<file path="config.mk">
export PLATFORM = sky130hd
export DESIGN_NAME = instruction_fetch_unit
export DESIGN_NICKNAME = d
export VERILOG_FILES = /design/src/rtl/pipeline_pkg.sv /design/src/rtl/program_counter.sv /design/src/rtl/instruction_fetch_unit.sv
export SDC_FILE = /design/constraint.sdc
export NUM_CORES = 1
export LEC_CHECK = 0
export ABC_AREA = 1
export CORE_AREA = 2 2 83 85
export DETAILED_ROUTE_END_ITERATION = 10
export DIE_AREA = 0 0 85 87
export DONT_BUFFER_PORTS = 1
export GPL_ROUTABILITY_DRIVEN = 0
export PLACE_DENSITY = 0.81
export SYNTH_ARGS = -nofsm -noshare
export SYNTH_HDL_FRONTEND = slang
export SYNTH_SLANG_ARGS = --single-unit
</file>
<file path="constraint.sdc">
create_clock -name clk -period 2.01 [get_ports clk]
set_clock_uncertainty 0.2 [all_clocks]
set_input_delay 0.402 -clock clk [delete_from_list [all_inputs] [get_ports clk]]
set_output_delay 0.402 -clock clk [all_outputs]
set_load 0.005 [all_outputs]
</file>
<file path="src/rtl/pipeline_pkg.sv">
// Shared pipeline types and constants used by fetch and decode.
package pipeline_pkg;

  localparam logic [31:0] NOP_INSTR = 32'h0000_0000;
  localparam logic [31:0] PC_STEP   = 32'd4;

  // Fetch control FSM states.
  typedef enum logic [1:0] {
    BOOT = 2'd0,
    RUN  = 2'd1,
    HALT = 2'd2
  } fetch_state_t;

  // Next-PC selection for the program counter.
  typedef enum logic [1:0] {
    PC_HOLD = 2'd0,
    PC_ADV  = 2'd1,
    PC_LOAD = 2'd2
  } pc_sel_t;

  // IF/ID pipeline register contents, also consumed by decode.
  typedef struct packed {
    logic        valid;
    logic [31:0] instr;
    logic [31:0] pc;
    logic [31:0] pc_plus4;
  } ifid_t;

  localparam ifid_t IFID_BUBBLE = '{valid: 1'b0, instr: NOP_INSTR, pc: 32'h0, pc_plus4: 32'h0};

endpackage

</file>
<file path="src/rtl/program_counter.sv">
// Program counter register with hold / wrapping step / masked redirect.
module program_counter
  import pipeline_pkg::*;
#(
  parameter logic [31:0] RESET_PC  = 32'h0000_0000,
  parameter int unsigned MEM_BYTES = 32
) (
  input  logic        clk,
  input  logic        reset,
  input  pc_sel_t     pc_sel,
  input  logic [31:0] target,
  output logic [31:0] pc
);

  localparam logic [31:0] ADDR_MASK = 32'(MEM_BYTES - 1);

  logic [31:0] pc_next;

  // Next-PC mux: stepping wraps inside memory; redirects are forced aligned and in range.
  always_comb begin
    pc_next = pc;
    case (pc_sel)
      PC_ADV:  pc_next = (pc + PC_STEP) & ADDR_MASK;
      PC_LOAD: pc_next = target & ADDR_MASK & ~32'h3;
      default: pc_next = pc;
    endcase
  end

  // PC register.
  always_ff @(posedge clk or negedge reset) begin
    if (!reset) pc <= RESET_PC;
    else        pc <= pc_next;
  end

endmodule

</file>
<file path="src/rtl/instruction_fetch_unit.sv">
// Fetch stage: boot/run/halt control, IF/ID register and delivered-instruction counter.
// Control priority in RUN: redirect > stall > flush > normal fetch.
module instruction_fetch_unit
  import pipeline_pkg::*;
#(
  parameter logic [31:0] RESET_PC  = 32'h0000_0000,
  parameter int unsigned MEM_BYTES = 32,
  parameter logic [31:0] LAST_PC   = 32'h0000_0010
) (
  input  logic        clk,
  input  logic        reset,
  input  logic        stall,
  input  logic        flush,
  input  logic        redirect_valid,
  input  logic [31:0] redirect_target,
  output logic [31:0] imem_pc,
  input  logic [31:0] imem_instr,
  output logic        ifid_valid,
  output logic [31:0] ifid_instr,
  output logic [31:0] ifid_pc,
  output logic [31:0] ifid_pc_plus4,
  output logic        halted,
  output logic [15:0] fetch_count
);

  fetch_state_t state, state_next;
  pc_sel_t      pc_sel;
  logic [31:0]  pc;
  ifid_t        ifid_q, ifid_next;
  logic         ifid_load;

  program_counter #(
    .RESET_PC  (RESET_PC),
    .MEM_BYTES (MEM_BYTES)
  ) u_pc (
    .clk    (clk),
    .reset  (reset),
    .pc_sel (pc_sel),
    .target (redirect_target),
    .pc     (pc)
  );

  // Next-state, PC select and IF/ID load decisions.
  always_comb begin
    state_next = state;
    pc_sel     = PC_HOLD;
    ifid_load  = 1'b1;
    ifid_next  = IFID_BUBBLE;
    case (state)
      BOOT: begin
        state_next = RUN;
      end
      RUN: begin
        if (redirect_valid) begin
          pc_sel = PC_LOAD;
        end else if (stall) begin
          ifid_load = 1'b0;
        end else if (flush) begin
          pc_sel = PC_ADV;
        end else begin
          pc_sel    = PC_ADV;
          ifid_next = '{valid: 1'b1, instr: imem_instr, pc: pc, pc_plus4: pc + PC_STEP};
          if (pc == LAST_PC) state_next = HALT;
        end
      end
      HALT: begin
        if (redirect_valid) begin
          pc_sel     = PC_LOAD;
          state_next = RUN;
        end
      end
      default: begin
        state_next = BOOT;
      end
    endcase
  end

  // FSM state register.
  always_ff @(posedge clk or negedge reset) begin
    if (!reset) state <= BOOT;
    else        state <= state_next;
  end

  // IF/ID pipeline register; holds only while stalled in RUN.
  always_ff @(posedge clk or negedge reset) begin
    if (!reset)         ifid_q <= IFID_BUBBLE;
    else if (ifid_load) ifid_q <= ifid_next;
  end

  // Saturating count of valid instructions handed to decode.
  always_ff @(posedge clk or negedge reset) begin
    if (!reset) begin
      fetch_count <= 16'h0;
    end else if (ifid_load && ifid_next.valid && fetch_count != 16'hFFFF) begin
      fetch_count <= fetch_count + 16'h1;
    end
  end

  assign imem_pc       = pc;
  assign ifid_valid    = ifid_q.valid;
  assign ifid_instr    = ifid_q.instr;
  assign ifid_pc       = ifid_q.pc;
  assign ifid_pc_plus4 = ifid_q.pc_plus4;
  assign halted        = (state == HALT);

endmodule

</file>
### Word-level counts from Yosys, hierarchy flattened

Cells that the tools add are included.

| cells by class | value |
|---|---|
| add/sub/neg operators | 2 |
| equal/unequal tests | 11 |
| muxes and demuxes | 18 |
| reduce and logical (&&, ||, !) cells | 5 |

Operators by type and width:

| cell | number |
|---|---|
| two-way mux 97 bit | 4 |
| one-hot mux 32 bit (2 select lines) | 1 |
| adder 32 x 3 -> 32 bit, second input constant | 1 |
| equality test 32 x 5 -> 1 bit, second input constant | 1 |
| adder 16 x 1 -> 16 bit, second input constant | 1 |
| != test 16 bit, second input constant | 1 |
| two-way mux 2 bit | 7 |
| != test 2 bit, second input constant | 5 |
| one-hot mux 2 bit (3 select lines) | 1 |
| AND reduction 5 bit | 1 |
| equality test 2 x 1 -> 1 bit, second input constant | 2 |
| equality test 2 bit, second input constant | 2 |
| two-way mux 1 bit | 4 |
| one-hot mux 2 bit (2 select lines) | 1 |
| logical AND 1 bit | 2 |
| zero test 2 bit | 1 |
| nonzero test 2 bit | 1 |

| storage, ports and cells | value |
|---|---|
| register bits | 147 |
| input bits | 69 |
| output and inout bits | 146 |
| logic and storage cells | 43 |

### Longest topological paths before layout

| depth | value |
|---|---|
| depth in word-level cells | 7 |
| depth in mapped cells | 9 |
| gate-level depth less buffers | 8 |

### Hierarchy

Synthesis repeated with hierarchy kept, for this count alone.

| unflattened totals | value |
|---|---|
| cells, all modules | 748 |
| area total of the unflattened synthesis | 6065.8 um^2 |

By module, submodules not included:

| module | instances | cells each | area each (um^2) | seq. area each (um^2) |
|---|---|---|---|---|
| instruction_fetch_unit | 1 | 691 | 5650.4 | 2827.7 |
| program_counter | 1 | 57 | 415.4 | 75.1 |

### Worst setup path after synthesis

Ideal clock, no wire load.

| timing path | value |
|---|---|
| path kind | register to register |
| start | register state[1] |
| end | register u_pc.pc[3] |
| setup time | 0.126 ns |
| data arrival time | 1.374 ns |
| slack | 0.309 ns |
| cell stages (with the launch flop) | 9 |
| buffers on the path | 0 |
| clock period less this slack | 1.701 ns |
| cell sequence | dfrtp_1 inv_1 ha_1 o211a_1 ha_1 nand2_1 o21ai_0 nand2_1 o21ai_0 |

| between the ends | value |
|---|---|
| longest elaborated chain between the ends | 4 |
| elaborated cells on any way between the ends | 7 |

RTL lines:

| item | RTL line | text |
|---|---|---|
| start: declaration | instruction_fetch_unit.sv:26 | `fetch_state_t state, state_next;` |
| start signal: assignment | instruction_fetch_unit.sv:81 | `else state <= state_next;` |
| equality test 2 bit or equality test 2 x 1 -> 1 bit (tied branches) | instruction_fetch_unit.sv:49 | `case (state)` |
| one-hot mux 2 bit (2 select lines) * | instruction_fetch_unit.sv:49 |  |
| equality test 2 bit or equality test 2 x 1 -> 1 bit (tied branches) | program_counter.sv:22 | `case (pc_sel)` |
| one-hot mux 32 bit (2 select lines) or nonzero test 2 bit (tied branches) | -- |  |
| end signal: assignment | program_counter.sv:32 | `else pc <= pc_next;` |
| end: declaration | program_counter.sv:12 | `output logic [31:0] pc` |

Mark *: on every way between the ends. The rest lies on a longest branch, timed or not. The select of a mux whose other input is x is not followed.
A chain may end at the register's enable or synchronous reset.

### Worst setup path in the final report

| timing path | value |
|---|---|
| start | register state[0] |
| end | register u_pc.pc[4] |

| between the ends | value |
|---|---|
| longest elaborated chain between the ends | 4 |
| elaborated cells on any way between the ends | 7 |

RTL lines:

| item | RTL line | text |
|---|---|---|
| equality test 2 bit * | -- |  |
| named net halted | instruction_fetch_unit.sv:22 | `output logic halted,` |
| one-hot mux 2 bit (2 select lines) * | instruction_fetch_unit.sv:49 |  |
| equality test 2 bit or equality test 2 x 1 -> 1 bit (tied branches) | program_counter.sv:22 |  |
| one-hot mux 32 bit (2 select lines) or nonzero test 2 bit (tied branches) | -- |  |

Mark *: on every way through the listed nets, which the timed path passes. The rest lies on a longest branch. The select of a mux whose other input is x is not followed.

==> run summary <==
CTS root buf: clkbuf_8
Worst R2R Path Depth: 8
Num CTS Buffers: 9
failing checks: negative hold slack
Warnings, synthesis: 0
initial core utilization: 55.85%
Max Buffers Root-to-Sink: 2
Final min period: 1.799 ns
cell count after synthesis: 447
critical path capture point type: flop
Die ar.: 0.007395 mm2
Worst Path Required: 2.02 ns
Avg Vias per Cell: 4.691
layout cells sized above 1: 9.395%
multiplexer share of the synthesized area: 0%
final worst-path cycle share: 89.49%
top_reg_cell synth: dfrtp_1
Post-CTS Setup Inserts: 0
TritonCTS clock tree: built
Routed Antenna Nets: 0
compound-cell area share of the yosys netlist: 9.243%
largest net degree at the start of global routing: 63
Hold WS: -0.4413 ns
IR drop worst, VDD: 516.5 uV
setup tns final: 0 ns
pins over their slew limit: 0
n_diodes: 0
EDFF count, synth: 0
largest family of logic cells by synthesized area: buffers and inverters
status: finished with violations
GRT Residual Overflow: 0
Hold Vio Cnt, Final: 62
vias in the first global route: 2437
row cnt: 30
# port buffers: 0
crit path DAT: 1.81 ns
Fill cells: 585
All-Layer GR Usage: 19.34%
Clk Latency, worst-skew pair: 0.33 ns
endpoints failing setup: 0
PwrDens: 904.5 mW/mm2
maxcap violations: 0
Max FO, Critical Path: 6
simple-gate area share of the yosys netlist: 18.28%
most frequent cells in the layout: nand2_1 (99), conb_1 (82), inv_1 (64)
Tot Pwr: 3.494 mW
synthesis-to-layout area growth: 5.286%
sequential fraction of the synthesis area: 42.29%
Die W: 85 um
Post-Synth XOR/XNOR Area: 1.432%
Worst-path clk slew: 0.07 ns
Synth async-reset ratio: 100.0%
cts hold-fix bufs: 24
Synth area leader: dfrtp_1
DR DRC count: 0
Lkg Pwr: 1.831 nW
commonest non-fill, non-tap cell in the layout: nand2_1
Nets: 552
RSZ-0062 raised after global routing: no
initial antenna violation count: 0
hpwl dp: 4819 um
startpoint types: flop
max frequency: 556.0 MHz
syn_area_per_cell: 8.207 um2
drt wl/cell: 12.83 um
flip-flop and latch count after synthesis: 62
clk sinks: 62
post-synth top area share: 42.29%
Final Routed Wirelength: 7173 um
via count: 2622
DRT iter0 DRCs: 119
Post-Synthesis Cell Area: 0.003669 mm2
io pins: 215
CTS H-tree depth: 3
distinct cell type count after synthesis: 28
Die H: 87 um
core area: 0.006569 mm2
synth top area cells: dfrtp_1 (42%), buf_4 (17%), nand2_1 (10%), inv_1 (6.5%), o21ai_0 (6.0%)
post-synthesis adder-cell area fraction: 3.070%
first-pass GRT wire length: 11310 um
drt first pass iters: 4
Setup Crit Path Kind: flop to flop
HP Class: primary input to async pin
[cell usage after synthesis (4+ instances only)]
| master | number |
|---|---|
| buf_4 | 85 |
| clkbuf_1 | 4 |
| dfrtp_1 | 62 |
| ha_1 | 9 |
| inv_1 | 64 |
| nand2_1 | 99 |
| nand2_2 | 6 |
| nand3_1 | 10 |
| nand4_1 | 7 |
| nor2_1 | 15 |
| nor2_4 | 4 |
| o21ai_0 | 44 |
| o21ai_1 | 4 |
| o21ai_2 | 5 |
| o22ai_1 | 6 |
| xnor2_1 | 4 |
[cell type report]
cell class	instances	area (um2)	area share, %
Inverter	66	247.7	6.414
Multi-Input combinational cell	306	1485	38.45
Clock buffer	13	168.9	4.373
Clock inverter	3	17.52	0.4535
Timing Repair Buffer	29	290.3	7.515
Sequential cell	62	1553	40.20
Tap cell	80	100.1	2.592
[logic make-up after synthesis]
| group | Yosys count |
|---|---|
| buffers and inverters | 160 |
| and+or+nand+nor | 148 |
| DFF | 62 |
| AOI/OAI and AO/OA | 61 |
| adders and majority gates | 9 |
| xor gates and xnor gates | 6 |
| other | 1 |
[power breakdown]
group / switching (mW) / internal (mW)
Sequential: 0.240 / 1.42
Combinational: 0.495 / 0.320
Clock: 0.471 / 0.545
Total: 1.21 / 2.29
[state kept, by name, summed over array words and instances, names as in the netlist]
name           cells
ifid_instr        32
fetch_count       16
ifid_pc            4
ifid_pc_plus4      4
u_pc.pc            3
state              2
ifid_valid         1
[metal layers]
| layer | global-route usage [%] | up-vias | wire length [um] |
|---|---|---|---|
| li1 | - | 1266 | - |
| met1 | 23.04 | 1242 | 2852 |
| met2 | 32.95 | 101 | 3737 |
| met3 | 5.782 | 13 | 489 |
| met5 | 0 | - | 0 |
| met4 | 7.504 | 0 | 93 |
[what timing repair did]
item | in CTS | in global routing
gates resized for setup | 0 | 2
endpoints found under the hold margin | 86 | 62
setup endpoints to repair | 0 | 4
[through the flow]
step / hold WS, ns / util (%) / std cells / area (um2) / setup slack (ns)
floorplan: -0.09359 / - / 528 / 3973 / 0.3092
global placement: -0.09237 / 52.25 / 519 / 3432 / 0.2044
detailed placement: -0.09225 / 52.25 / 519 / 3432 / 0.1764
CTS: -0.4599 / 58.74 / 559 / 3859 / 0.1448
global route: -0.4666 / 58.80 / 559 / 3862 / 0.01555
finish: -0.4413 / 58.80 / 559 / 3862 / 0.2113
[critical path: stages, from the launching register on]
cell     delay (ns)
dfrtp_2        0.41
inv_1          0.07
ha_1           0.27
o211a_1        0.23
ha_1           0.23
nand2_1        0.07
o21ai_0        0.07
nand2_1        0.06
o21ai_0        0.08
[path summary, 6_finish.rpt]
kind	from	endpoint	slack, ns
worst max-delay path	state[0]$_DFFE_PN0P_	u_pc.pc[4]$_DFFE_PN0P_	0.21
worst max register to register	state[0]$_DFFE_PN0P_	u_pc.pc[4]$_DFFE_PN0P_	0.21
min in group clk	imem_instr[17]	ifid_instr[17]$_DFFE_PN0P_	0.01
worst min register to register	state[1]$_DFFE_PN0P_	state[1]$_DFFE_PN0P_	0.36
max in group asynchronous	reset	state[0]$_DFFE_PN0P_	1.92
worst min-delay path	reset	fetch_count[7]$_DFFE_PN0P_	-0.44
No activity file was read; power rests on OpenSTA's default activity.
